==> src/rtl/stream_accum_if.sv <==
// Stream-in / result-out handshake bundle for stream_accum.
// The master side feeds beats and accepts results; the slave side is the accumulator.
interface stream_accum_if #(
  parameter int WIDTH = 64,
  parameter int CNT_W = 16
);
  logic [WIDTH-1:0] s_data;
  logic             s_valid;
  logic             s_last;
  logic             s_ready;
  logic [WIDTH-1:0] m_data;
  logic [CNT_W-1:0] m_count;
  logic             m_ovf;
  logic             m_valid;
  logic             m_ready;

  modport master (
    output s_data, s_valid, s_last, m_ready,
    input  s_ready, m_data, m_count, m_ovf, m_valid
  );

  modport slave (
    input  s_data, s_valid, s_last, m_ready,
    output s_ready, m_data, m_count, m_ovf, m_valid
  );
endinterface

==> src/rtl/stream_accum.sv <==
// Packet accumulator: sums unsigned beats up to s_last, then holds the sum,
// beat count and sticky carry flag until the downstream handshake.
module stream_accum #(
  parameter int WIDTH = 64,
  parameter int CNT_W = 16
) (
  input  logic           clk,
  input  logic           rst,
  stream_accum_if.slave  bus
);

  typedef enum logic [0:0] {
    ST_ACC = 1'b0,
    ST_OUT = 1'b1
  } state_e;

  state_e           state_q, state_d;
  logic [WIDTH-1:0] acc_q, acc_d;
  logic [CNT_W-1:0] cnt_q, cnt_d;
  logic             ovf_q, ovf_d;
  logic             s_ready_q, s_ready_d;
  logic             m_valid_q, m_valid_d;
  logic [WIDTH:0]   sum_s;
  logic             take_s;

  // Handshake flags are flops so neither depends combinationally on an input,
  // and both stay low through reset.
  assign take_s      = bus.s_valid & s_ready_q;
  assign bus.s_ready = s_ready_q;
  assign bus.m_valid = m_valid_q;
  assign bus.m_data  = acc_q;
  assign bus.m_count = cnt_q;
  assign bus.m_ovf   = ovf_q;

  // Next-state, accumulator, counter and overflow computation.
  always_comb begin
    state_d = state_q;
    acc_d   = acc_q;
    cnt_d   = cnt_q;
    ovf_d   = ovf_q;
    sum_s   = {1'b0, acc_q} + {1'b0, bus.s_data};

    case (state_q)
      ST_ACC: begin
        if (take_s) begin
          // A zero count marks the first beat; the counter never wraps back to 0.
          if (cnt_q == {CNT_W{1'b0}}) begin
            acc_d = bus.s_data;
            ovf_d = 1'b0;
          end else begin
            acc_d = sum_s[WIDTH-1:0];
            ovf_d = ovf_q | sum_s[WIDTH];
          end
          if (cnt_q == {CNT_W{1'b1}}) begin
            cnt_d = cnt_q;
          end else begin
            cnt_d = cnt_q + CNT_W'(1'b1);
          end
          if (bus.s_last) begin
            state_d = ST_OUT;
          end else begin
            state_d = ST_ACC;
          end
        end else begin
          state_d = ST_ACC;
        end
      end
      ST_OUT: begin
        if (bus.m_ready) begin
          state_d = ST_ACC;
          acc_d   = {WIDTH{1'b0}};
          cnt_d   = {CNT_W{1'b0}};
          ovf_d   = 1'b0;
        end else begin
          state_d = ST_OUT;
        end
      end
      default: begin
        state_d = ST_ACC;
      end
    endcase

    if (rst) begin
      state_d = ST_ACC;
      acc_d   = {WIDTH{1'b0}};
      cnt_d   = {CNT_W{1'b0}};
      ovf_d   = 1'b0;
    end else begin
      state_d = state_d;
    end

    s_ready_d = ~rst & (state_d == ST_ACC);
    m_valid_d = ~rst & (state_d == ST_OUT);
  end

  // State and datapath registers.
  always_ff @(posedge clk) begin
    state_q   <= state_d;
    acc_q     <= acc_d;
    cnt_q     <= cnt_d;
    ovf_q     <= ovf_d;
    s_ready_q <= s_ready_d;
    m_valid_q <= m_valid_d;
  end

endmodule

==> src/flat_wrapper.sv <==
// flat-port wrapper written by rule: the top's interface ports become plain ports
module stream_accum_flat 
#(
  parameter int WIDTH = 64,
  parameter int CNT_W = 16
)
  (clk, rst, bus_s_data, bus_s_valid, bus_s_last, bus_m_ready, bus_s_ready, bus_m_data, bus_m_count, bus_m_ovf, bus_m_valid);
  stream_accum_if #(.WIDTH(WIDTH), .CNT_W(CNT_W)) bus_i ();
  input  logic clk;
  input  logic rst;
  input wire logic [$bits(bus_i.s_data)-1:0] bus_s_data;
  input wire logic [$bits(bus_i.s_valid)-1:0] bus_s_valid;
  input wire logic [$bits(bus_i.s_last)-1:0] bus_s_last;
  input wire logic [$bits(bus_i.m_ready)-1:0] bus_m_ready;
  output wire logic [$bits(bus_i.s_ready)-1:0] bus_s_ready;
  output wire logic [$bits(bus_i.m_data)-1:0] bus_m_data;
  output wire logic [$bits(bus_i.m_count)-1:0] bus_m_count;
  output wire logic [$bits(bus_i.m_ovf)-1:0] bus_m_ovf;
  output wire logic [$bits(bus_i.m_valid)-1:0] bus_m_valid;
  assign bus_i.s_data = bus_s_data;
  assign bus_i.s_valid = bus_s_valid;
  assign bus_i.s_last = bus_s_last;
  assign bus_i.m_ready = bus_m_ready;
  assign bus_s_ready = bus_i.s_ready;
  assign bus_m_data = bus_i.m_data;
  assign bus_m_count = bus_i.m_count;
  assign bus_m_ovf = bus_i.m_ovf;
  assign bus_m_valid = bus_i.m_valid;
  stream_accum #(.WIDTH(WIDTH), .CNT_W(CNT_W)) u_core (.clk(clk), .rst(rst), .bus(bus_i));
endmodule
==> config.mk <==
export PLATFORM = sky130hd
export DESIGN_NAME = stream_accum_flat
export DESIGN_NICKNAME = d
export VERILOG_FILES = /design/src/rtl/stream_accum_if.sv /design/src/rtl/stream_accum.sv /design/src/flat_wrapper.sv
export SDC_FILE = /design/constraint.sdc
export NUM_CORES = 1
export LEC_CHECK = 0
export CAP_MARGIN = 20
export CORE_ASPECT_RATIO = 1.75
export CORE_UTILIZATION = 54
export CTS_BUF_LIST = sky130_fd_sc_hd__clkbuf_8
export CTS_CLUSTER_DIAMETER = 40
export DETAILED_ROUTE_END_ITERATION = 10
export MAX_ROUTING_LAYER = met4
export PLACE_DENSITY_LB_ADDON = 0.25
export SYNTH_ARGS = -nofsm -noshare
export SYNTH_HDL_FRONTEND = slang
export SYNTH_SLANG_ARGS = --single-unit
==> constraint.sdc <==
create_clock -name clk -period 3.4 [get_ports clk]
set_input_delay 0.34 -clock clk [delete_from_list [all_inputs] [get_ports clk]]
set_output_delay 0.34 -clock clk [all_outputs]
set_load 0.02 [all_outputs]
# [Yosys cells after proc, flatten, opt, wreduce, memory -nomap -nowiden]
# Cells that the tools add are included.
[classes] bitwise=7 reduce_logical=3 n_mux=17 n_eq_ne=4 addsub=2
[ops] op="$mux 64" count=3
[ops] op="$pmux 64 s2" count=1
[ops] op="$add 64x64->65" count=1
[ops] op="$mux 16" count=3
[ops] op="$pmux 16 s2" count=1
[ops] op="$add 16x1->16 const B" count=1
[ops] op="$eq 16x16->1 const B" count=1
[ops] op="$logic_not 16->1" count=1
[ops] op="$mux 1" count=7
[ops] op="$ne 2x2->1 const B" count=2
[ops] op="$pmux 1 s2" count=2
[ops] op="$and 1x1->1" count=3
[ops] op="$not 1->1" count=3
[ops] op="$reduce_and 3->1" count=1
[ops] op="$ne 2x1->1 const B" count=1
[ops] op="$reduce_and 2->1" count=1
[ops] op="$or 1x1->1" count=1
[totals] register_bits=84 output_inout_bits=83

# [Depth between registers and ports, before layout]
# Gate-level depths: netlist (run 1).
[logic_depth] depth_word=6 ltp_mapped=12 depth_no_buf=12

# [Worst setup path before layout (run 1)]
# OpenSTA, ideal clock, no wires.
[synth_path] path_type="register to register" start="register u_core.acc_q[0] (netlist: u_core.bus.m_data[0])" end="register u_core.acc_q[56] (netlist: u_core.bus.m_data[56])" setup_ps=134 required_ps=3266 t_arrival_ps=2781 path_stages_with_launch=13 path_slack_ps=485 path_buffers=0 path_cell_list="dfxtp_1 > ha_1 > fa_1 > a211oi_1 > o21bai_1 > o21ai_2 > a2111oi_4 > o21ai_4 > a21oi_4 > a2111oi_2 > nor2_1 > xnor2_1 > o22ai_1"
[synth_via] elab_chain_cells=4
[synth_lines] element="start, declared" line="stream_accum.sv:18" rtl="logic [WIDTH-1:0] acc_q, acc_d;"
[synth_lines] element="start signal, assigned" line="stream_accum.sv:99" rtl="acc_q <= acc_d;"
[synth_lines] element="$add 64x64->65" line="stream_accum.sv:41" rtl="sum_s = {1'b0, acc_q} + {1'b0, bus.s_data};"
[synth_lines] element="$mux 64" line="stream_accum.sv:47" rtl="if (cnt_q == {CNT_W{1'b0}}) begin"
[synth_lines] element="$mux 64" line="stream_accum.sv:45" rtl="if (take_s) begin"
[synth_lines] element="$pmux 64 s2" line="stream_accum.sv:43" rtl="case (state_q)"
# No other way between the ends. The select of a mux whose other input is x is not followed.
# A chain may end at the register's enable or synchronous reset.

# [Worst setup path in the final report (run 1)]
[layout_path] start="input bus_s_data[20]" end="register u_core.acc_q[57] (netlist: u_core.bus.m_data[57])"
[layout_via] elab_chain_cells=4
[layout_lines] element="start, declared" line="flat_wrapper.sv:11" rtl="input wire logic [$bits(bus_i.s_data)-1:0] bus_s_data;"
[layout_lines] element="$add 64x64->65" line="stream_accum.sv:41"
[layout_lines] element="$mux 64" line="stream_accum.sv:47"
[layout_lines] element="$mux 64" line="stream_accum.sv:45"
[layout_lines] element="$pmux 64 s2" line="stream_accum.sv:43"
# No other way between the ends. The select of a mux whose other input is x is not followed.

==> results of run 1 <==
-- critical path, delay by kind of cell --
family,cells,cell delay [ns]
adders and majority gates,1,0.36
AOI/OAI and AO/OA,8,1.50
buffers and inverters,3,0.74
and+or+nand+nor,2,0.56
-- flip-flops by register name, indices dropped and copies added (netlist names) --
signal / cells
u_core.bus.m_count: 16
u_core.bus.m_data: 64
u_core.bus.m_ovf: 1
u_core.bus.m_valid: 1
u_core.bus.s_ready: 1
-- per-stage QoR --
stage               hold WS, ns  total power, mW  worst slack [ns]  setup TNS [ns]  instances
CTS                       0.337             3.30             0.272               0       1320
global route              0.358             3.46            0.0235               0       1320
global placement          0.494             2.42           -0.0902          -0.129       1304
detailed placement        0.502             2.44           -0.0909          -0.513       1304
finish                    0.344             3.31             0.219               0       1320
floorplan                 0.471             1.93             0.485               0        949
-- final cells by class --
cell class	count	share of cell area, %
Multi-Input combinational cell	783	54.5
Timing Repair Buffer	243	22.8
Sequential cell	83	17.2
Tap cell	171	2.22
Clock buffer	9	1.28
Clock inverter	7	1.06
Inverter	24	0.934
-- cell families after synthesis --
kind of cell | share of synthesized area [%]
AOI/OAI and AO/OA | 33.2
xor gates and xnor gates | 8.87
adders and majority gates | 11.6
buffers and inverters | 5.53
DFF | 22.7
muxes | 0.274
and+or+nand+nor | 17.8
-- synthesized netlist by cell type (3+ instances only) --
cell                       count
sky130_fd_sc_hd__a21o_1       37
sky130_fd_sc_hd__or3_1         5
sky130_fd_sc_hd__a31oi_1       6
sky130_fd_sc_hd__o21bai_1     15
sky130_fd_sc_hd__nor3_1       11
sky130_fd_sc_hd__o21a_1        9
sky130_fd_sc_hd__o21ai_1       4
sky130_fd_sc_hd__and3_1        6
sky130_fd_sc_hd__o31ai_1       6
sky130_fd_sc_hd__nor4_1        5
sky130_fd_sc_hd__dfxtp_1      83
sky130_fd_sc_hd__xor2_1       29
sky130_fd_sc_hd__inv_1        24
sky130_fd_sc_hd__ha_1         66
sky130_fd_sc_hd__a22oi_1      41
sky130_fd_sc_hd__nor2b_1       8
sky130_fd_sc_hd__a222oi_1     17
sky130_fd_sc_hd__and4_1        4
sky130_fd_sc_hd__buf_4         4
sky130_fd_sc_hd__o21ai_0      71
sky130_fd_sc_hd__nand4_1      21
sky130_fd_sc_hd__xnor2_1      45
sky130_fd_sc_hd__a21o_2        4
sky130_fd_sc_hd__a211oi_1      5
sky130_fd_sc_hd__a211o_1       4
sky130_fd_sc_hd__or2_2         4
sky130_fd_sc_hd__nand3_1      15
sky130_fd_sc_hd__clkbuf_1     40
sky130_fd_sc_hd__a21oi_1      90
sky130_fd_sc_hd__buf_2         5
sky130_fd_sc_hd__o211ai_1      3
sky130_fd_sc_hd__o22ai_1      13
sky130_fd_sc_hd__nor2_1      101
sky130_fd_sc_hd__a221o_1       3
sky130_fd_sc_hd__nand2b_1      7
sky130_fd_sc_hd__nand2_1      85
sky130_fd_sc_hd__and2_1        3
-- layer usage --
layer / vias up / wire length (um) / GRT usage, %
li1: 3885 / - / -
met1: 3882 / 8660 / 33.9
met2: 389 / 13300 / 68.7
met3: 130 / 1440 / 4.53
met4: 0 / 1820 / 28.6
met5: - / 0 / -
-- how the worst min path moves through the flow --
stage                     depth (start not counted)                                  to  slack, ns
after floorplan                                   2  u_core.bus.m_data[26]$_SDFFE_PP0P_       0.47
after global placement                            1  u_core.bus.m_data[32]$_SDFFE_PP0P_       0.49
after detailed placement                          2  u_core.bus.m_data[58]$_SDFFE_PP0P_       0.50
after CTS                                         3  u_core.bus.m_data[28]$_SDFFE_PP0P_       0.34
after global routing                              3          u_core.bus.s_ready$_DFF_P_       0.36
final                                             3  u_core.bus.m_data[28]$_SDFFE_PP0P_       0.34
-- power by group through the flow --
stage / logic (mW) / registers [mW] / clock network (mW)
floorplan: 0.769 / 1.16 / 0
global placement: 1.32 / 1.10 / 0
detailed placement: 1.34 / 1.10 / 0
CTS: 1.35 / 1.08 / 0.871
global route: 1.47 / 1.09 / 0.904
finish: 1.37 / 1.08 / 0.863
==> impl_results.md, run 1 <==
* CP Class: in2reg
* CP max FO at 4
* Switching Share at 37.4%
* Highest clock frequency the design can meet at 314 MHz
* Aggregate routed wire length at 25.3 mm
* Leading cell types in the layout, fill and taps excluded: 150 x sky130_fd_sc_hd__clkdlybuf4s50_1, 100 x sky130_fd_sc_hd__nor2_1, 92 x sky130_fd_sc_hd__buf_4
* Number of routed nets with antenna violations at 0
* Die Ht at 156 um
* I/O pin cnt at 152
* Proportion of layout cells with a drive suffix above 1 at 12.0%
* Area inside the core boundary at 0.0131 sq mm
* Total via count after detailed routing at 8286
* Vias in the first global route at 8479
* Cell type contributing the most total cell area after synthesis: sky130_fd_sc_hd__dfxtp_1
* Die width at 89.9 um
* Global-route congestion overflow total at 0
* Final cell utilization of the core at 73.7%
* Routed WL per cell at 19.1 um
* Sum of net half-perimeters after detailed placement at 19.4 mm
* Antenna violations before repair at 0
* Most common library cell in the layout ignoring fill and taps: sky130_fd_sc_hd__clkdlybuf4s50_1
* Number of gates resized after CTS at 0
* Worst vdd ir at 252 uV
* Async S/R FF share, synth at 0%
* Kind of path behind the tightest hold check: in2reg
* Endpoint of the most critical setup path: u_core.bus.m_data[57]$_SDFFE_PP0P_
* CTS H-tree lvls at 3
* Synth top area cells: sky130_fd_sc_hd__dfxtp_1 23%, sky130_fd_sc_hd__ha_1 11%, sky130_fd_sc_hd__a21oi_1 6.2%, sky130_fd_sc_hd__xnor2_1 5.4%, sky130_fd_sc_hd__nor2_1 5.2%
* Hold path startpoint: rst
* Instance area after placement at 0.00942 sq mm
* Synthesized flop and latch total at 83
* Headroom to the max-slew limit at 41.3%
* Cell at the root of the clock tree: sky130_fd_sc_hd__clkbuf_8
* Clk Latency, worst-skew pair at 0.38 ns
* Buffers inserted during post-CTS setup optimization at 0
* Worst setup skew after layout at 0.0195 ns
* Initial cell density of the core at 55.9%
* Die ar. at 0.0140 sq mm
* Startpoint of the worst-slack reg-to-reg timing path: u_core.bus.m_data[20]$_SDFFE_PP0P_
* Post-Synthesis Cell Area at 0.00730 sq mm
* Number of flops mapped to enable cells by yosys at 0
* Required @ worst endpoint at 3.72 ns
* Origin of the worst setup path: bus_s_data[20]
* Data arrival, critical path at 3.50 ns
* Number of cells on the worst reg-to-reg path at 13
* Final setup violation count at 0
* Number of antenna cells inserted at 0
* Seq/Total Area, Yosys at 22.7%
* # rows at 55
* Hold_buf cts at 0
* R2R Setup Slk at 0.28 ns
* Clock power frac at 26.0%
* Net switching power at 1.24 mW
* Portion of total power attributed to sequential cells at 32.7%
* Pin count of the biggest net entering global routing at 54
* Vias per std cell at 6.28
* Critical path's most frequent cell: sky130_fd_sc_hd__a21oi_1
* Multi-input gate area at 0.00525 sq mm
* # DRC at 0
* Cells along the critical path: clkdlybuf4s50_1 -> ha_1 -> buf_4 -> a21oi_1 -> o21ai_0 -> a21oi_1 -> o311ai_0 -> o2bb2ai_1 -> buf_4 -> a21oi_1 -> o211ai_2 -> a21oi_1 -> or4_1 -> nand3_1
* Global-route wire length before repair at 40.1 mm
* Final Wtd Congestion at 1.01
* Average cell area after synthesis at 7.70 sq um
* Final Net Count at 1280
* Max stage delay on crit path at 0.46 ns
* Predominant post-synthesis flop cell: sky130_fd_sc_hd__dfxtp_1
* Count of routing violations after the opening detailed-route iteration at 503
* Unrepaired setup endpoints after global routing: no
* Tcrit/Tclk final at 93.6%
* Port Buffer Count at 151
* Number of cells produced by synthesis at 949
* Combinational power share at 41.3%
* Fill cell count at 1093
* Reg area at 0.00166 sq mm
* Status: complete, no violations
* Worst flop-to-flop path endpoint: u_core.bus.m_data[53]$_SDFFE_PP0P_
* Number of buffers on the longest clock path at 2
* Slew at the pin with the worst max-slew slack at 0.880 ns
* Min cycle time layout at 3.18 ns
* Library cell contributing the largest single delay on the critical path: sky130_fd_sc_hd__or4_1
* TritonCTS clock tree: built
* Leakage at 4.15 nW
* Post-synth net total at 1085
* Max Cap Viol at 0
* Area share of the largest cell type after synthesis at 22.7%
* Power per cell area at 344 mW/mm^2
* Int Pwr at 2.08 mW
* Library cells used by synthesis at 76
* Number of buffers created by CTS at 9
* Final cell area excluding filler cells at 0.00964 sq mm
* Count of TritonRoute iterations in the first routing pass at 5
* Number of endpoints with negative hold slack in the final report at 0
* Number of sinks handled by clock tree synthesis at 83
* Layout area overhead at 32.0%
* Critical path startpoint category: input port
* CTS clk-pin slew, worst paths at 0.10 ns
* Critical Path Sink Type: flip-flop
* Max Transition Viols Final at 0
* Number of warnings issued by yosys at 0
* GRT Total Usage at 36.9%
Note: power is estimated with default switching activity, not from simulation.
==> run 2: changes to the inputs <==
--- a/config.mk
+++ b/config.mk
@@ -10,6 +10,6 @@
 export CORE_UTILIZATION = 54
 export CTS_BUF_LIST = sky130_fd_sc_hd__clkbuf_8
-export CTS_CLUSTER_DIAMETER = 40
 export DETAILED_ROUTE_END_ITERATION = 10
+export GPL_ROUTABILITY_DRIVEN = 1
 export MAX_ROUTING_LAYER = met4
 export PLACE_DENSITY_LB_ADDON = 0.25
==> constraint.sdc (replaced) <==
create_clock -name clk -period 3.4 [get_ports clk]
set_input_delay 0.34 -clock clk [delete_from_list [all_inputs] [get_ports clk]]
set_output_delay 0.34 -clock clk [all_outputs]
set_load 0.1 [all_outputs]
==> run 2 against run 1 <==
Net effect: via count is 1.6% lower; register-to-register slack hardly changed; non-clock buffer count is 4 higher; first-iteration DRC count is 0.60% lower; design area is 0.55% higher; critical path type unchanged; fmax is 0.66% higher; core utilization is 0.40 points higher; worst setup slack better by 0.021 ns; total power is 10% higher; critical path depth stayed put; count of clock-buffer cells in the layout stayed put; wire length is 1.9% lower.
==> impl_results.md, run 2 (synthesis gave the netlist of run 1 again) <==
* Slew at the pin with the worst max-slew slack at 1.01 ns (+0.133 ns)
* Highest routed metal layer: met4
* Routed WL per cell at 18.7 um (-2.2%)
* Met2 WL post-DR at 13.4 mm (+0.46%)
* Proportion of layout cells with a drive suffix above 1 at 12.5% (+0.48 points)
* Required @ worst endpoint at 3.66 ns (-0.06 ns)
* Pin count of the biggest net entering global routing at 51 (-5.6%)
* Worst flop-to-flop path endpoint: u_core.bus.m_data[62]$_SDFFE_PP0P_
* # DRC at 0 (unchanged)
* Initial cell density of the core at 55.9% (unchanged)
* Post-Route Hold Slack at 0.466 ns (+0.122 ns)
* Wire length on met3 at 1.21 mm (-16%)
* Power per cell area at 377 mW/mm^2 (+9.7%)
* Critical path startpoint category: input port
* Worst setup skew after layout at 0.0127 ns (-0.00689 ns)
* Unrepaired setup endpoints after global routing: no
* Global-route wire length before repair at 39.7 mm (-0.93%)
* M1 WL at 8.68 mm (+0.25%)
* Die ar. at 0.0140 sq mm (unchanged)
* Number of flip-flops under the largest register name at 64 (unchanged)
* CP Class: in2reg
* Slack of the critical path at 0.240 ns (+0.0209 ns)
* Buffers inserted during post-CTS setup optimization at 0 (unchanged)
* Final Wtd Congestion at 1.02 (+0.62%)
* Highest clock frequency the design can meet at 316 MHz (+0.66%)
* Status: complete, no violations
* Cell at the root of the clock tree: sky130_fd_sc_hd__clkbuf_8
* Sum of net half-perimeters after detailed placement at 19.5 mm (+0.44%)
* Hold path startpoint: rst
* Min cycle time layout at 3.16 ns (-0.0209 ns)
* CTS H-tree lvls at 3 (unchanged)
* Most common library cell in the layout ignoring fill and taps: sky130_fd_sc_hd__clkdlybuf4s50_1
* Final cell area excluding filler cells at 0.00969 sq mm (+0.55%)
* Antenna violations before repair at 0 (unchanged)
* Layout area overhead at 32.7%
* Vias in the first global route at 8266 (-2.5%)
* Die Ht at 156 um (unchanged)
* CP max FO at 6 (+2)
* I/O pin cnt at 152 (unchanged)
* Area inside the core boundary at 0.0131 sq mm (unchanged)
* GRT Total Usage at 36.5% (-0.31 points)
* Total design power at 3.66 mW (+10%)
* Vias per std cell at 6.16 (-1.9%)
* Max Transition Viols Final at 0 (unchanged)
* Leading cell types in the layout, fill and taps excluded: 150 x sky130_fd_sc_hd__clkdlybuf4s50_1, 100 x sky130_fd_sc_hd__nor2_1, 96 x sky130_fd_sc_hd__buf_4
* Instance area after placement at 0.00945 sq mm (+0.33%)
* Clk Latency, worst-skew pair at 0.37 ns (about the same)
* Number of sinks handled by clock tree synthesis at 83 (unchanged)
* Number of cells on the worst reg-to-reg path at 13 (unchanged)
* Max Cap Viol at 0 (unchanged)
* Final setup violation count at 0 (unchanged)
* Global-route congestion overflow total at 0 (unchanged)
* Worst Hold Path EP: u_core.bus.m_data[10]$_SDFFE_PP0P_
* Number of buffers created by CTS at 9 (unchanged)
* DP Worst Slack at -0.184 ns (-0.0931 ns)
* TritonCTS clock tree: built
* R2R Setup Slk at 0.29 ns (about the same)
* Worst vdd ir at 246 uV (-2.4%)
* Critical Path Sink Type: flip-flop
* Number of routed nets with antenna violations at 0 (unchanged)
* Final Net Count at 1284 (+0.31%)
* CTS clk-pin slew, worst paths at 0.10 ns (about the same)
* # rows at 55 (unchanged)
* Data arrival, critical path at 3.42 ns (-0.08 ns)
* Kind of path behind the tightest hold check: in2reg
* Leakage at 4.17 nW (+0.51%)
* Count of cells along the worst hold path at 2 (-1)
* Headroom to the max-slew limit at 32.3% (-9.1 points)
* Count of routing violations after the opening detailed-route iteration at 500 (-0.60%)
* Number of endpoints with negative hold slack in the final report at 0 (unchanged)
* Port Buffer Count at 151 (unchanged)
* Total via count after detailed routing at 8155 (-1.6%)
* Die width at 89.9 um (unchanged)
* Final cell utilization of the core at 74.1% (+0.40 points)
* Startpoint of the worst-slack reg-to-reg timing path: u_core.bus.m_data[0]$_SDFFE_PP0P_
* Tcrit/Tclk final at 92.9% (-0.61 points)
* Number of buffers on the longest clock path at 2 (unchanged)
* Count of TritonRoute iterations in the first routing pass at 6 (+1)
* Number of antenna cells inserted at 0 (unchanged)
* Aggregate routed wire length at 24.8 mm (-1.9%)
==> run 2: worst max-delay path by stage <==
stage	start	to	slack [ns]	cells after the start
final	bus_s_data[0]	u_core.bus.m_data[62]$_SDFFE_PP0P_	0.24	14
after CTS	bus_s_data[0]	u_core.bus.m_data[56]$_SDFFE_PP0P_	0.21	13
after global routing	bus_s_data[0]	u_core.bus.m_data[56]$_SDFFE_PP0P_	0.07	13
after global placement	bus_s_data[0]	u_core.bus.m_data[56]$_SDFFE_PP0P_	-0.13	13
after floorplan	u_core.bus.m_data[0]$_SDFFE_PP0P_	u_core.bus.m_data[56]$_SDFFE_PP0P_	0.05	12
after detailed placement	bus_s_data[0]	u_core.bus.m_data[56]$_SDFFE_PP0P_	-0.18	13
==> run 2: area by class of cell <==
| class | instances | area, sq um |
|---|---|---|
| flip-flops and latches | 83 | 1660 |
| well taps | 171 | 214 |
| clock inverters | 7 | 108 |
| clock buffers | 9 | 124 |
| fillers | 1099 | 3380 |
| multi-input cells | 783 | 5270 |
| repair buffers | 247 | 2230 |
| inverters | 24 | 90.1 |
==> run 2: through the flow <==
stage	setup TNS (ns)	instances
finish	0	1324
global route	0	1324
CTS	0	1324
detailed placement	-1.17	1308
global placement	-0.694	1308
floorplan	0	949
==> run 2: repair_timing <==
action | in CTS | in global routing
endpoints found under the setup margin | 0 | 2
hold buffers | 0 | 0
resized for setup | 0 | 2
==> run 2: worst max-delay path, cell delays in order <==
cell                              delay (ns)
sky130_fd_sc_hd__clkdlybuf4s50_1        0.44
sky130_fd_sc_hd__ha_1                   0.22
sky130_fd_sc_hd__fa_1                   0.39
sky130_fd_sc_hd__a211oi_1               0.26
sky130_fd_sc_hd__o21bai_1               0.16
sky130_fd_sc_hd__o21ai_2                0.23
sky130_fd_sc_hd__a2111oi_4              0.12
sky130_fd_sc_hd__o21ai_4                0.30
sky130_fd_sc_hd__o21ai_2                0.13
sky130_fd_sc_hd__a21oi_1                0.37
sky130_fd_sc_hd__o21ai_1                0.12
sky130_fd_sc_hd__buf_4                  0.15
sky130_fd_sc_hd__xnor2_1                0.13
sky130_fd_sc_hd__o21ai_1                0.07
==> run 2: per-layer routing <==
metal | GRT usage [%] | vias to the layer above
li1 | - | 3917
met1 | 34.6 | 3796
met2 | 70.2 | 340
met3 | 3.41 | 102
met4 | 23.1 | 0
met5 | - | -
==> run 2: power breakdown <==
| part | internal (mW) | switching [mW] | total [mW] |
|---|---|---|---|
| Combinational | 0.625 | 1.08 | 1.70 |
| Sequential | 1.03 | 0.0562 | 1.09 |
| Clock | 0.428 | 0.441 | 0.870 |
==> run 3: changes to the inputs <==
- CTS_CLUSTER_SIZE: default -> 20
==> results of run 3 <==
The final DEF is identical to that of run 2; final timing and power are the same.
